===== src/rtl/styler_pipe_if.sv =====
// styler_pipe_if: transfer bundle between the glyph-ROM fetch stage, the
// styler pipeline and the pixel serialiser.
//
// Parameters:
//   W  - glyph width in pixels (width of the bitmap rows)
//   HB - scanline index width, log2 of the glyph height
//
// Signals:
//   inValid/inReady   - upstream handshake (one glyph scanline per transfer)
//   scanlineIn        - glyph row index of the transfer
//   bitmapIn          - glyph row, MSB is the leftmost pixel
//   attr              - 16-bit cell attribute word
//   outValid/outReady - downstream handshake
//   scanlineOut       - effective scanline after the y transform
//   bitmapOut         - styled row
//
// Modports:
//   master - the side that supplies glyph rows and consumes styled rows
//   slave  - the styler itself
interface styler_pipe_if #(
    parameter int W  = 16,
    parameter int HB = 4
);
    logic          inValid;
    logic          inReady;
    logic [HB-1:0] scanlineIn;
    logic [W-1:0]  bitmapIn;
    logic [15:0]   attr;
    logic          outValid;
    logic          outReady;
    logic [HB-1:0] scanlineOut;
    logic [W-1:0]  bitmapOut;

    modport master (
        output inValid, scanlineIn, bitmapIn, attr, outReady,
        input  inReady, outValid, scanlineOut, bitmapOut
    );

    modport slave (
        input  inValid, scanlineIn, bitmapIn, attr, outReady,
        output inReady, outValid, scanlineOut, bitmapOut
    );
endinterface


===== src/rtl/styler_pipe.sv =====
// styler_pipe: three-stage pipelined character-cell styler.
//
// Stage 1 applies the y transform, detects the decoration lines, resolves
// the cursor and snapshots the faint/blink phases. Stage 2 applies italic,
// bold, x offset and x scale. Stage 3 applies solid fill, faint masking,
// hidden, blink and inverse, in that order. The whole pipe advances as one
// when the output register is empty or being drained.
//
// Parameters:
//   W          - glyph width, power of two, >= 8
//   H          - glyph height, power of two, >= 8
//   BLINK_DIV  - frame pulses per blink half-period, >= 1
//   CURSOR_DIV - frame pulses per cursor half-period, >= 1
//
// Ports:
//   clk        - single clock
//   rst        - synchronous active-high reset
//   frameStart - one-cycle pulse at the start of every frame
//   bus        - styler_pipe_if slave modport (in/out handshakes and data)
module styler_pipe #(
    parameter int W          = 16,
    parameter int H          = 16,
    parameter int BLINK_DIV  = 32,
    parameter int CURSOR_DIV = 16
) (
    input  logic         clk,
    input  logic         rst,
    input  logic         frameStart,
    styler_pipe_if.slave bus
);
    localparam int HB  = $clog2(H);
    localparam int BCW = (BLINK_DIV > 1)  ? $clog2(BLINK_DIV)  : 1;
    localparam int CCW = (CURSOR_DIV > 1) ? $clog2(CURSOR_DIV) : 1;

    localparam logic [HB-1:0] ROW_UNDER  = HB'(H - 3);
    localparam logic [HB-1:0] ROW_LAST   = HB'(H - 1);
    localparam logic [HB-1:0] ROW_STRIKE = HB'(H / 2 - 1);
    localparam logic [HB-1:0] ROW_HALF   = HB'(H / 2);

    typedef struct packed {
        logic cursorBlink;
        logic cursor;
        logic yoffset;
        logic yscale;
        logic xoffset;
        logic xscale;
        logic overline;
        logic strikethru;
        logic doubleUnderline;
        logic underline;
        logic blink;
        logic hidden;
        logic inverse;
        logic italic;
        logic faint;
        logic bold;
    } attr_t;

    typedef struct packed {
        logic [W-1:0]  bitmap;
        logic [HB-1:0] row;
        logic          solid;
        logic          bold;
        logic          faint;
        logic          italic;
        logic          inverse;
        logic          hidden;
        logic          blink;
        logic          xscale;
        logic          xoffset;
        logic          blinkPhase;
        logic          faintSel;
    } stage1_t;

    typedef struct packed {
        logic [W-1:0]  bitmap;
        logic [HB-1:0] row;
        logic          solid;
        logic          faint;
        logic          inverse;
        logic          hidden;
        logic          blink;
        logic          blinkPhase;
        logic          faintSel;
    } stage2_t;

    // Alternating faint mask: sel=1 gives ...0101 (even bits set), sel=0
    // gives ...1010.
    function automatic logic [W-1:0] faintMask(input logic sel);
        logic [W-1:0] m;
        for (int i = 0; i < W; i++) begin
            m[i] = (i % 2 == 0) ? sel : ~sel;
        end
        return m;
    endfunction

    // ------------------------------------------------------------------
    // Phase generator
    // ------------------------------------------------------------------
    logic           faintPhase;
    logic           blinkPhase;
    logic           cursorPhase;
    logic [BCW-1:0] blinkCnt;
    logic [CCW-1:0] cursorCnt;

    // NOTE: sequential state is assigned with <= so every register samples
    // the pre-edge values of its neighbours regardless of statement order.
    always_ff @(posedge clk) begin
        if (rst) begin
            faintPhase  <= 1'b0;
            blinkPhase  <= 1'b0;
            cursorPhase <= 1'b0;
            blinkCnt    <= '0;
            cursorCnt   <= '0;
        end else if (frameStart) begin
            faintPhase <= ~faintPhase;
            if (blinkCnt == BCW'(BLINK_DIV - 1)) begin
                blinkCnt   <= '0;
                blinkPhase <= ~blinkPhase;
            end else begin
                blinkCnt <= blinkCnt + BCW'(1);
            end
            if (cursorCnt == CCW'(CURSOR_DIV - 1)) begin
                cursorCnt   <= '0;
                cursorPhase <= ~cursorPhase;
            end else begin
                cursorCnt <= cursorCnt + CCW'(1);
            end
        end
    end

    // ------------------------------------------------------------------
    // Pipeline control
    // ------------------------------------------------------------------
    logic    adv;
    logic    s1Valid;
    logic    s2Valid;
    logic    outValidQ;
    logic [W-1:0]  bitmapOutQ;
    logic [HB-1:0] scanlineOutQ;
    stage1_t s1, s1Next;
    stage2_t s2, s2Next;
    logic [W-1:0] s3Bitmap;

    assign adv             = ~outValidQ | bus.outReady;
    assign bus.inReady     = adv;
    assign bus.outValid    = outValidQ;
    assign bus.bitmapOut   = bitmapOutQ;
    assign bus.scanlineOut = scanlineOutQ;

    // ------------------------------------------------------------------
    // Stage 1: y transform, line flags, cursor, phase snapshot
    // ------------------------------------------------------------------
    always_comb begin
        attr_t         a;
        logic [HB-1:0] s;
        logic          lineHit;
        logic          cursorOn;
        // NOTE: every combinational output gets a default before any
        // conditional update, so no path leaves a value held (no latch).
        a        = attr_t'(bus.attr);
        s        = bus.scanlineIn;
        if (a.yscale)  s = s >> 1;
        if (a.yoffset) s = s ^ ROW_HALF;

        lineHit  = (a.underline       && s == ROW_UNDER)
                 | (a.doubleUnderline && (s == ROW_UNDER || s == ROW_LAST))
                 | (a.strikethru      && s == ROW_STRIKE)
                 | (a.overline        && s == '0);
        cursorOn = a.cursor && (cursorPhase || !a.cursorBlink);

        s1Next            = '0;
        s1Next.bitmap     = bus.bitmapIn;
        s1Next.row        = s;
        s1Next.solid      = lineHit;
        s1Next.bold       = a.bold;
        s1Next.faint      = a.faint;
        s1Next.italic     = a.italic;
        s1Next.inverse    = a.inverse ^ cursorOn;
        s1Next.hidden     = a.hidden;
        s1Next.blink      = a.blink;
        s1Next.xscale     = a.xscale;
        s1Next.xoffset    = a.xoffset;
        s1Next.blinkPhase = blinkPhase;
        s1Next.faintSel   = faintPhase ^ s[0];
    end

    // ------------------------------------------------------------------
    // Stage 2: italic, bold, x offset, x scale
    // ------------------------------------------------------------------
    always_comb begin
        logic [W-1:0] b;
        logic [W-1:0] x;
        logic [1:0]   q;
        b = s1.bitmap;
        x = '0;
        q = s1.row[HB-1 -: 2];
        if (s1.italic) begin
            // Top quarter leans furthest right, bottom quarter one step left.
            case (q)
                2'd0:    b = b >> 2;
                2'd1:    b = b >> 1;
                2'd2:    b = b;
                default: b = b << 1;
            endcase
        end
        if (s1.bold)    b = b | (b >> 1);
        if (s1.xoffset) b = {b[W/2-1:0], b[W-1:W/2]};
        if (s1.xscale) begin
            for (int i = 0; i < W / 2; i++) begin
                x[2*i]   = b[W/2 + i];
                x[2*i+1] = b[W/2 + i];
            end
            b = x;
        end

        s2Next            = '0;
        s2Next.bitmap     = b;
        s2Next.row        = s1.row;
        s2Next.solid      = s1.solid;
        s2Next.faint      = s1.faint;
        s2Next.inverse    = s1.inverse;
        s2Next.hidden     = s1.hidden;
        s2Next.blink      = s1.blink;
        s2Next.blinkPhase = s1.blinkPhase;
        s2Next.faintSel   = s1.faintSel;
    end

    // ------------------------------------------------------------------
    // Stage 3: solid, faint, hidden, blink, inverse
    // ------------------------------------------------------------------
    always_comb begin
        s3Bitmap = s2.solid ? '1 : s2.bitmap;
        if (s2.faint)                  s3Bitmap = s3Bitmap & faintMask(s2.faintSel);
        if (s2.hidden)                 s3Bitmap = '0;
        if (s2.blink && s2.blinkPhase) s3Bitmap = '0;
        if (s2.inverse)                s3Bitmap = ~s3Bitmap;
    end

    // Valid bits and the visible outputs carry reset values.
    always_ff @(posedge clk) begin
        if (rst) begin
            s1Valid      <= 1'b0;
            s2Valid      <= 1'b0;
            outValidQ    <= 1'b0;
            bitmapOutQ   <= '0;
            scanlineOutQ <= '0;
        end else if (adv) begin
            s1Valid      <= bus.inValid;
            s2Valid      <= s1Valid;
            outValidQ    <= s2Valid;
            bitmapOutQ   <= s3Bitmap;
            scanlineOutQ <= s2.row;
        end
    end

    // NOTE: internal stage payloads have no reset; they are only ever
    // consumed when their valid bit is set, which is reset above.
    always_ff @(posedge clk) begin
        if (adv) begin
            s1 <= s1Next;
            s2 <= s2Next;
        end
    end
endmodule


===== src/flat_wrapper.sv =====
// flat-port wrapper written by rule: the top's interface ports become plain ports
module styler_pipe_flat 
#(
    parameter int W          = 16,
    parameter int H          = 16,
    parameter int BLINK_DIV  = 32,
    parameter int CURSOR_DIV = 16
)
  (clk, rst, frameStart, bus_inValid, bus_scanlineIn, bus_bitmapIn, bus_attr, bus_outReady, bus_inReady, bus_outValid, bus_scanlineOut, bus_bitmapOut);
  styler_pipe_if #(.W(W), .HB((4))) bus_i ();
  input  logic clk;
  input  logic rst;
  input  logic frameStart;
  input wire logic [$bits(bus_i.inValid)-1:0] bus_inValid;
  input wire logic [$bits(bus_i.scanlineIn)-1:0] bus_scanlineIn;
  input wire logic [$bits(bus_i.bitmapIn)-1:0] bus_bitmapIn;
  input wire logic [$bits(bus_i.attr)-1:0] bus_attr;
  input wire logic [$bits(bus_i.outReady)-1:0] bus_outReady;
  output wire logic [$bits(bus_i.inReady)-1:0] bus_inReady;
  output wire logic [$bits(bus_i.outValid)-1:0] bus_outValid;
  output wire logic [$bits(bus_i.scanlineOut)-1:0] bus_scanlineOut;
  output wire logic [$bits(bus_i.bitmapOut)-1:0] bus_bitmapOut;
  assign bus_i.inValid = bus_inValid;
  assign bus_i.scanlineIn = bus_scanlineIn;
  assign bus_i.bitmapIn = bus_bitmapIn;
  assign bus_i.attr = bus_attr;
  assign bus_i.outReady = bus_outReady;
  assign bus_inReady = bus_i.inReady;
  assign bus_outValid = bus_i.outValid;
  assign bus_scanlineOut = bus_i.scanlineOut;
  assign bus_bitmapOut = bus_i.bitmapOut;
  styler_pipe #(.W(W), .H(H), .BLINK_DIV(BLINK_DIV), .CURSOR_DIV(CURSOR_DIV)) u_core (.clk(clk), .rst(rst), .frameStart(frameStart), .bus(bus_i));
endmodule

===== config.mk =====
export PLATFORM = sky130hd
export DESIGN_NAME = styler_pipe_flat
export DESIGN_NICKNAME = d
export VERILOG_FILES = /design/src/rtl/styler_pipe_if.sv /design/src/rtl/styler_pipe.sv /design/src/flat_wrapper.sv
export SDC_FILE = /design/constraint.sdc
export NUM_CORES = 1
export LEC_CHECK = 0
export ABC_CLOCK_PERIOD_IN_PS = 6600
export CAP_MARGIN = 20
export CORE_ASPECT_RATIO = 1.2
export CORE_UTILIZATION = 45
export CTS_CLUSTER_SIZE = 24
export DETAILED_ROUTE_END_ITERATION = 10
export PLACE_DENSITY = 0.68
export SKIP_LAST_GASP = 1
export SLEW_MARGIN = 20
export SYNTH_ARGS = -nofsm -noshare
export SYNTH_HDL_FRONTEND = slang
export SYNTH_SLANG_ARGS = --single-unit

===== constraint.sdc =====
create_clock -name clk -period 6.6 [get_ports clk]
set_input_delay 1.32 -clock clk [delete_from_list [all_inputs] [get_ports clk]]
set_output_delay 1.32 -clock clk [all_outputs]
set_load 0.1 [all_outputs]

==> out/qor.txt <==
dpl cells -> 590
slack of the critical path -> 1.85 ns
maximum operating frequency -> 0.211 GHz
CTS Sinks -> 93
Tcrit/Tclk final -> 0.720
Startpoint Class -> input port
post-synthesis net count -> 478
Inserted Diodes -> 0
number of I/O port buffers -> 62
violation count after the first detailed-route iteration -> 172
post-route cell area -> 5460 µm²
Worst-Skew Late Latency -> 0.34 ns
Area Overhead vs Synth -> 20.0%
# DRC -> 0
Die X -> 93.8 µm
hpwl dp -> 6230 µm
CTS resizes -> 0
core area -> 9660 µm²
post-detailed-route count of antenna-violating nets -> 0
Nets -> 522
Mapped Cells -> 434
slew margin rel. -> 0.318
die area -> 10500 µm²
# IOs -> 63
status -> finished clean
total power -> 1.59 mW
CTS Hold Bufs -> 0
Worst Setup SP -> bus_outReady
chip height -> 112 µm
FF-to-FF Start -> u_core.s1[7]
Seq cells post-synth -> 93
All-Layer GR Usage -> 0.181
synth cell count leaders -> 58 x edfxtp_1, 49 x nor2_1, 35 x dfxtp_1
Reg2Reg Setup Slack -> 3.85 ns
Worst-path clk slew -> 0.07 ns
Arr. time, crit path -> 3.43 ns
Syn. warnings -> 0
r2r worst-path depth -> 5
Hold Path Sink -> u_core.s2[1]
predominant post-synthesis flop cell -> edfxtp_1
Placed Area -> 5190 µm²
Max-Cap Viols -> 0
Final Hold Fails -> 0
CTS tree -> yes
initial antenna violation count -> 0
Synth area leader -> edfxtp_1
WHS Path Cells -> 0
unrepaired setup endpoints after global routing -> false
routed len/inst -> 14.7 µm
Worst Tran Pin Value -> 1.02 ns
Post-Place Setup Slack -> 1.87 ns
Mean Syn Cell Area -> 10.5 µm²
peak supply drop -> 0.125 mV
Setup TNS Final -> 0 ns
layout cells sized above 1 -> 0.0600
Crit Path Class -> input port to primary output
via count of the first global-routing pass -> 3214
most common cell in the netlist -> edfxtp_1
Initial Util -> 0.471
Worst Path Required -> 5.28 ns
routed wire length -> 8900 µm
Slew Limit Fails -> 0
Worst R2R End -> u_core.s2[15]
min-delay worst type -> flop to flop
Period minus WS final -> 4.75 ns
TritonRoute pass-1 iters -> 4
via-per-instance ratio -> 5.56
H-tree depth -> 3
endpoint class of the critical path -> primary output
GRT overflow -> 0
Non-Filler Instances -> 606
routability congestion estimate -> 0.840
first-pass GRT wire length -> 14900 µm
post-synth cell types -> 56
Site Rows -> 39
final-layout fill cell count -> 850
Worst Path Max Fanout -> 8
Mapped Area -> 4550 µm²
clk buf depth -> 2
pin count of the biggest net entering global routing -> 97
final setup fails -> 0
sequential-to-total area share from yosys stat -> 0.537
Post-synth EDFFs -> 58
P per Cell Area -> 291 nW/µm²
Synth async-reset ratio -> 0
clk_skew -> 0.00642 ns
Setup Fix Bufs, Post-CTS -> 0
Pleak -> 2.06 nW
cts bufs inserted -> 9
via count -> 3370
top cells by area, synth -> edfxtp_1 38%, dfxtp_1 15%, nor2_1 4.0%, xor2_1 3.8%, o21ai_0 3.2%
Hold Startpoint -> u_core.s1[1]
Root Driver -> clkbuf_16
Synth top area share -> 0.383
## worst max-delay path: stages
cell and delay (ns):
clkdlybuf4s50_1 0.40, nor2b_1 0.49, clkinv_2 0.20, clkdlybuf4s50_1 1.02
## cells by family (layout without fill, tap and decap cells)
group / after synthesis / in the layout / share of synthesized area
XOR/XNOR: 23 / 23 / 0.0443
AND/OR/NAND/NOR: 112 / 112 / 0.110
flip-flops: 93 / 93 / 0.537
multiplexers: 24 / 24 / 0.0580
AO/OA/AOI/OAI: 137 / 137 / 0.201
adder cells (fa/ha/maj): 3 / 3 / 0.00825
buffers and inverters: 42 / 91 / 0.0423
## where the power goes
group / internal, mW / total [mW] / switching (mW)
combinational: 0.131 / 0.376 / 0.246
sequential: 0.686 / 0.734 / 0.0484
clock: 0.269 / 0.482 / 0.214
## layer usage
layer	global-route usage	part of all wire	vias to the layer above
li1	-	-	1701
met1	0.220	0.44	1568
met2	0.301	0.49	85
met3	0.0359	0.041	16
met4	0.0985	0.023	0
met5	0	0	-
## final cells by class
type                            count  area (µm²)  share of cell area
Sequential cell                    93        2440               0.447
Multi-Input combinational cell    299        1920               0.351
Timing Repair Buffer               64         631               0.115
Clock buffer                       12         246              0.0451
Tap cell                          123         154              0.0282
Inverter                           11        42.5             0.00779
Clock inverter                      4        31.3             0.00572
## state kept, by name (all words and copies together) (netlist names), 4 cells and up
register and cells:
u_core.s1 31, u_core.s2 27, u_core.bus.bitmapOut 16, u_core.blinkCnt 5, u_core.bus.scanlineOut 4, u_core.cursorCnt 4
## how the worst max path moves through the flow
stage	slack, ns	to	cells past startpoint
after global routing	1.74	bus_inReady	4
after detailed placement	1.87	bus_inReady	4
after CTS	1.86	bus_inReady	4
after global placement	1.92	bus_inReady	4
final	1.85	bus_inReady	4
after floorplan	0.81	bus_inReady	5
## stage by stage
step,utilization,hold slack (ns)
floorplan,-,0.400
global placement,0.537,0.404
detailed placement,0.537,0.407
CTS,0.566,0.422
global route,0.566,0.431
finish,0.566,0.422
## layout by cell type, fill, tap and decap left out, types with 4 or more instances in the layout
cell type | synthesis | final
a211oi_1 | 19 | 19
mux2_2 | 7 | 7
a31oi_1 | 5 | 5
a221oi_1 | 8 | 8
clkbuf_16 | 0 | 9
xor2_1 | 20 | 20
a21o_1 | 5 | 5
nor2_1 | 49 | 49
nand2_1 | 32 | 32
edfxtp_1 | 58 | 58
o22ai_1 | 17 | 17
clkdlybuf4s50_1 | 0 | 61
dfxtp_1 | 35 | 35
a21oi_1 | 23 | 23
inv_1 | 10 | 9
and3_1 | 5 | 5
mux2i_1 | 14 | 14
nor2b_1 | 4 | 4
nand2b_1 | 9 | 9
o21ai_0 | 29 | 29
No activity file was read; power rests on OpenSTA's default activity.
